File: src/rtl/cache_pkg.sv
// Shared types and defaults for the cache fill / memory arbitration slice.
package cache_pkg;

  typedef enum logic [1:0] {
    ST_IDLE,
    ST_WRITE,
    ST_FILL_I,
    ST_FILL_D
  } arb_state_t;

  typedef enum logic [1:0] {
    OWN_NONE,
    OWN_I,
    OWN_D
  } owner_t;

  localparam int unsigned BLOCK_WORDS_DEF = 8;
  localparam int unsigned MEM_LATENCY_DEF = 4;

endpackage

File: src/rtl/arb_word_counter.sv
// Saturating up-counter with synchronous clear; counts issued and returned fill words.
module arb_word_counter #(
  parameter int unsigned W   = 4,
  parameter int unsigned MAX = 8
) (
  input  logic         clk,
  input  logic         rst,
  input  logic         clr,
  input  logic         en,
  output logic [W-1:0] cnt
);

  always_ff @(posedge clk) begin
    if (rst || clr) begin
      cnt <= '0;
    end else if (en && (cnt != W'(MAX))) begin
      cnt <= cnt + W'(1);
    end
  end

endmodule

File: src/rtl/mem_arbiter.sv
// Arbitrates the shared pipelined memory between D-cache stores and I/D block fills,
// issuing one word address per cycle and steering returned words to the owning cache.
module mem_arbiter
  import cache_pkg::*;
#(
  parameter int unsigned ADDR_W      = 16,
  parameter int unsigned DATA_W      = 16,
  parameter int unsigned BLOCK_WORDS = BLOCK_WORDS_DEF,
  parameter int unsigned MEM_LATENCY = MEM_LATENCY_DEF
) (
  input  logic                           clk,
  input  logic                           rst,
  input  logic                           i_miss,
  input  logic [ADDR_W-1:0]              i_miss_addr,
  input  logic                           d_miss,
  input  logic [ADDR_W-1:0]              d_miss_addr,
  input  logic                           d_wr_req,
  input  logic [ADDR_W-1:0]              d_wr_addr,
  input  logic [DATA_W-1:0]              d_wr_data,
  output logic                           d_wr_ack,
  output logic                           i_grant,
  output logic                           d_grant,
  output logic                           i_fill_valid,
  output logic                           d_fill_valid,
  output logic [DATA_W-1:0]              fill_data,
  output logic [$clog2(BLOCK_WORDS)-1:0] fill_word,
  output logic                           i_fill_done,
  output logic                           d_fill_done,
  output logic                           mem_enable,
  output logic                           mem_wr,
  output logic [ADDR_W-1:0]              mem_addr,
  output logic [DATA_W-1:0]              mem_data_in,
  input  logic [DATA_W-1:0]              mem_data_out,
  input  logic                           mem_data_valid
);

  localparam int unsigned OFF_W = $clog2(BLOCK_WORDS) + 1;
  localparam int unsigned TAG_W = ADDR_W - OFF_W;
  localparam logic [OFF_W-1:0] ALL_WORDS = OFF_W'(BLOCK_WORDS);
  localparam logic [OFF_W-1:0] LAST_WORD = OFF_W'(BLOCK_WORDS - 1);

  if ((MEM_LATENCY < 1) || ((BLOCK_WORDS & (BLOCK_WORDS - 1)) != 0)) begin : g_param_check
    $error("mem_arbiter: MEM_LATENCY must be >= 1 and BLOCK_WORDS a power of 2");
  end

  arb_state_t           state;
  owner_t               owner;
  owner_t               last_fill;
  owner_t               pick;
  logic [TAG_W-1:0]     tag_q;
  logic [ADDR_W-1:0]    wr_addr_q;
  logic [DATA_W-1:0]    wr_data_q;
  logic [OFF_W-1:0]     issue_cnt;
  logic [OFF_W-1:0]     ret_cnt;
  logic                 in_fill;
  logic                 issue_active;
  logic                 ret_fire;
  logic                 ret_last;
  logic                 unused_addr_bits;

  assign unused_addr_bits = ^{i_miss_addr[OFF_W-1:0], d_miss_addr[OFF_W-1:0]};

  assign in_fill      = (state == ST_FILL_I) || (state == ST_FILL_D);
  assign issue_active = in_fill && (issue_cnt < ALL_WORDS);
  assign ret_fire     = in_fill && mem_data_valid;
  assign ret_last     = ret_fire && (ret_cnt == LAST_WORD);

  arb_word_counter #(
    .W   (OFF_W),
    .MAX (BLOCK_WORDS)
  ) u_issue_cnt (
    .clk (clk),
    .rst (rst),
    .clr (!in_fill),
    .en  (in_fill),
    .cnt (issue_cnt)
  );

  arb_word_counter #(
    .W   (OFF_W),
    .MAX (BLOCK_WORDS)
  ) u_ret_cnt (
    .clk (clk),
    .rst (rst),
    .clr (!in_fill),
    .en  (ret_fire),
    .cnt (ret_cnt)
  );

  // Round robin only matters when both misses are pending; otherwise serve whichever is up.
  always_comb begin
    pick = OWN_NONE;
    if (i_miss && d_miss) begin
      pick = (last_fill == OWN_I) ? OWN_D : OWN_I;
    end else if (d_miss) begin
      pick = OWN_D;
    end else if (i_miss) begin
      pick = OWN_I;
    end
  end

  always_ff @(posedge clk) begin
    if (rst) begin
      state     <= ST_IDLE;
      owner     <= OWN_NONE;
      last_fill <= OWN_I;
      tag_q     <= '0;
      wr_addr_q <= '0;
      wr_data_q <= '0;
    end else begin
      case (state)
        ST_IDLE: begin
          if (d_wr_req) begin
            state     <= ST_WRITE;
            wr_addr_q <= d_wr_addr;
            wr_data_q <= d_wr_data;
          end else if (pick != OWN_NONE) begin
            state <= (pick == OWN_D) ? ST_FILL_D : ST_FILL_I;
            owner <= pick;
            tag_q <= (pick == OWN_D) ? d_miss_addr[ADDR_W-1:OFF_W]
                                     : i_miss_addr[ADDR_W-1:OFF_W];
          end
        end
        ST_WRITE: begin
          state <= ST_IDLE;
        end
        ST_FILL_I, ST_FILL_D: begin
          if (ret_last) begin
            state     <= ST_IDLE;
            last_fill <= owner;
            owner     <= OWN_NONE;
          end
        end
        default: begin
          state <= ST_IDLE;
        end
      endcase
    end
  end

  // Issue side decodes registered state only; return side is qualified by the live valid.
  always_comb begin
    d_wr_ack     = 1'b0;
    i_grant      = 1'b0;
    d_grant      = 1'b0;
    i_fill_valid = 1'b0;
    d_fill_valid = 1'b0;
    fill_data    = '0;
    fill_word    = '0;
    i_fill_done  = 1'b0;
    d_fill_done  = 1'b0;
    mem_enable   = 1'b0;
    mem_wr       = 1'b0;
    mem_addr     = '0;
    mem_data_in  = '0;

    case (state)
      ST_WRITE: begin
        mem_enable  = 1'b1;
        mem_wr      = 1'b1;
        mem_addr    = wr_addr_q;
        mem_data_in = wr_data_q;
        d_wr_ack    = 1'b1;
      end
      ST_FILL_I: i_grant = 1'b1;
      ST_FILL_D: d_grant = 1'b1;
      default: ;
    endcase

    if (issue_active) begin
      mem_enable = 1'b1;
      mem_addr   = {tag_q, issue_cnt[OFF_W-2:0], 1'b0};
    end

    if (ret_fire) begin
      fill_data    = mem_data_out;
      fill_word    = ret_cnt[OFF_W-2:0];
      i_fill_valid = (owner == OWN_I);
      d_fill_valid = (owner == OWN_D);
      i_fill_done  = ret_last && (owner == OWN_I);
      d_fill_done  = ret_last && (owner == OWN_D);
    end
  end

endmodule
File: config.mk
export PLATFORM = sky130hd
export DESIGN_NAME = mem_arbiter
export DESIGN_NICKNAME = d
export VERILOG_FILES = /design/src/rtl/cache_pkg.sv /design/src/rtl/arb_word_counter.sv /design/src/rtl/mem_arbiter.sv
export SDC_FILE = /design/constraint.sdc
export NUM_CORES = 1
export LEC_CHECK = 0
export BUFFER_PORTS_ARGS = -buffer_cell sky130_fd_sc_hd__buf_2
export CAP_MARGIN = 25
export CORE_MARGIN = 2
export CORE_UTILIZATION = 45
export DETAILED_ROUTE_END_ITERATION = 8
export PLACE_DENSITY_LB_ADDON = 0.05
export SLEW_MARGIN = 15
export SYNTH_ARGS = -nofsm -noshare
export SYNTH_HDL_FRONTEND = slang
export SYNTH_SLANG_ARGS = --single-unit
File: constraint.sdc
create_clock -name clk -period 3 [get_ports clk]
set_input_delay 0.6 -clock clk [delete_from_list [all_inputs] [get_ports clk]]
set_output_delay 0.6 -clock clk [all_outputs]
set_load 0.005 [all_outputs]
==> flow_summary.ini <==
[worst_setup_path]
r2r_cells = 4
critPathArrivalTime_ps = 1890
cp.required_ps = 2400
crit_type = reg2out
cp_max_fo = 17
end_kind = output pin
start_kind = flop

[clocking]
tritoncts = built
hold_buffers = 0
clk_latency_ps = 330
htreeDepth = 3
postCtsSetupBuffers = 0
numCtsBuffers = 9
cts.sinks = 58
root_buffer = clkbuf_8
cts_resized = 0
clk_pin_slew_ps = 60
clk_path_buf_depth = 2

[die]
rows = 28
fp.dieH_um = 83.3
initial_core_util_pct = 47.2
fp.dieW_um = 83.3
core_area_um2 = 5990
io_pins = 146
die_area_um2 = 6940

[synthesis]
synthArstFlopShare_pct = 0
synth.top_cells.by_count = nand2_1 (71), dfxtp_1 (58), a21oi_1 (36), nor2_1 (31), and2_1 (18)
synth_warnings = 0
ys_seq_area_share_pct = 41.0
synthesis.area_um2 = 2830
synth_seq_cells = 58
synthMostInstantiatedCell = nand2_1
synth_fp_nets = 436
netlist.area_leader.share_pct = 41.0
synth_top_area_cell = dfxtp_1
ys_types = 37
syn_area_per_cell_um2 = 8.18
synth_edf_count = 0
synthFlopType = dfxtp_1
postSynthCellCount = 346
synthTopCellsByArea = dfxtp_1 (41%), nand2_1 (9.4%), a21oi_1 (6.4%)

[placement]
dpl_worst_slack_ps = 716
io_buffers = 137
gp_congestion = 0.776
dp_hpwl_um = 5090

[sta]
rsz0062_at_grt = false
worstMarginPinSlew_ps = 675
fin_crit_ps = 2490
hold_violations = 0
finalMaxSlewViolations = 0
fmax_mhz = 402
max_slew_margin_pct = 55.0
skew_ps = 5.63
fin_crit_sh_pct = 83.0
tns_ps = 0
holdWs_ps = 452
setup_violations = 0
setup_slack_ps = 510

[cells_and_area]
fillers = 586
nets = 563
num_antenna_cells = 0
utilization_pct = 62.3
syn_to_final_growth_pct = 31.9
drive_gt1_share_pct = 36.7

[power_and_ir_drop]
peakVddDrop_v = 0.000318
leakagePower_nw = 1.85
power_density_nw_per_um2 = 515

[detailed_routing]
drt-wirelength-per-cell_um = 12.9
num_vias = 2735
drt_iter0_markers = 120
drtAntennaViolNets = 0
drcViolationCount = 0
first_pass_iters = 4
drt-vias-per-instance = 4.95
routed_wirelength_um = 7120

[min_path]
whs_path_depth = 2
hold_class = reg2reg

[grt]
antenna_found_initial = 0
grt.total_usage_pct = 20.4
grt.overflow.total = 0
grt_pass1_wl_um = 11400
grt_max_degree = 32
grt_pass1_vias = 2474

[flow_run]
drv_cap = 0

[status]
run_status = finished clean
-- metal layers --
metal / up-vias / share of wire, % / GRT usage (%)
li1: 1418 / - / -
met1: 1203 / 44 / 24.9
met2: 107 / 46 / 33.1
met3: 7 / 8.6 / 7.65
met4: 0 / 1.1 / 6.86
met5: - / 0 / 0
-- report_power, final --
group	switching, W	leakage, nW	internal [W]
combinational	0.000175	1.27	0.000147
clock	0.000292	0.106	0.000446
sequential	0.0000356	0.475	0.000824
total	0.000503	1.85	0.00142
-- cells in the final DEF, fill, tap and decap left out, drive strengths merged, types with 2 or more instances in the layout --
cell type | Yosys | routed
a211oi | 12 | 12
o21ai | 3 | 3
a21oi | 36 | 36
and3 | 17 | 17
ha | 4 | 4
xor2 | 2 | 2
inv | 9 | 9
nor3 | 2 | 2
xnor2 | 2 | 2
nand2 | 71 | 71
dfxtp | 58 | 58
a22o | 15 | 15
a211o | 2 | 2
o31a | 2 | 2
and2 | 18 | 18
nor2b | 3 | 3
clkbuf | 15 | 13
buf | 15 | 146
or3 | 3 | 3
nor2 | 31 | 31
mux2i | 14 | 14
nand3 | 3 | 3
-- registers in the layout (all words and copies together) (netlist names) --
name and flops:
last_fill 2, owner 2, state 2, tag_q 12, u_issue_cnt.cnt 4, u_ret_cnt.cnt 4, wr_addr_q 16, wr_data_q 16
-- kinds of logic (layout without fill, tap and decap cells) --
logic type | Yosys count | in the layout | synth area share [%]
AOI/OAI and AO/OA | 74 | 74 | 18.5
xor gates and xnor gates | 4 | 4 | 1.24
adders and majority gates | 4 | 4 | 1.77
buffers and inverters | 39 | 170 | 6.77
DFF | 58 | 58 | 41.0
muxes | 15 | 15 | 5.35
and+or+nand+nor | 152 | 152 | 25.3
-- final cells by class --
cell class | instances | area, um^2 | share of cell area (%)
multi-input combinational | 249 | 1490 | 39.8
sequential | 58 | 1160 | 31.1
timing repair buffer | 146 | 753 | 20.2
clock buffer | 13 | 169 | 4.53
tap | 75 | 93.8 | 2.52
clock inverter | 2 | 35.0 | 0.939
inverter | 9 | 33.8 | 0.905
-- worst max-delay path: stages, from the launching register on --
cell and delay [ps]:
dfxtp_1 680, buf_4 280, nand2_1 140, nor3_1 200, nor2b_1 150, buf_2 120
-- final timing paths --
path / from / end / slack (ps)
min: wr_data_q[6] / wr_data_q[6] / 450
max: state[1] / i_fill_done / 510
max reg2reg: state[1] / wr_data_q[2] / 1070
min reg2reg: wr_data_q[6] / wr_data_q[6] / 450
-- per-stage QoR --
step,total power (W),std cells,cell area (um^2)
after floorplan,0.00108,346,2830
after global placement,0.00120,537,3530
after detailed placement,0.00120,537,3530
after CTS,0.00193,552,3730
after global routing,0.00202,552,3730
final,0.00192,552,3730
No activity file was read; power rests on OpenSTA's default activity.
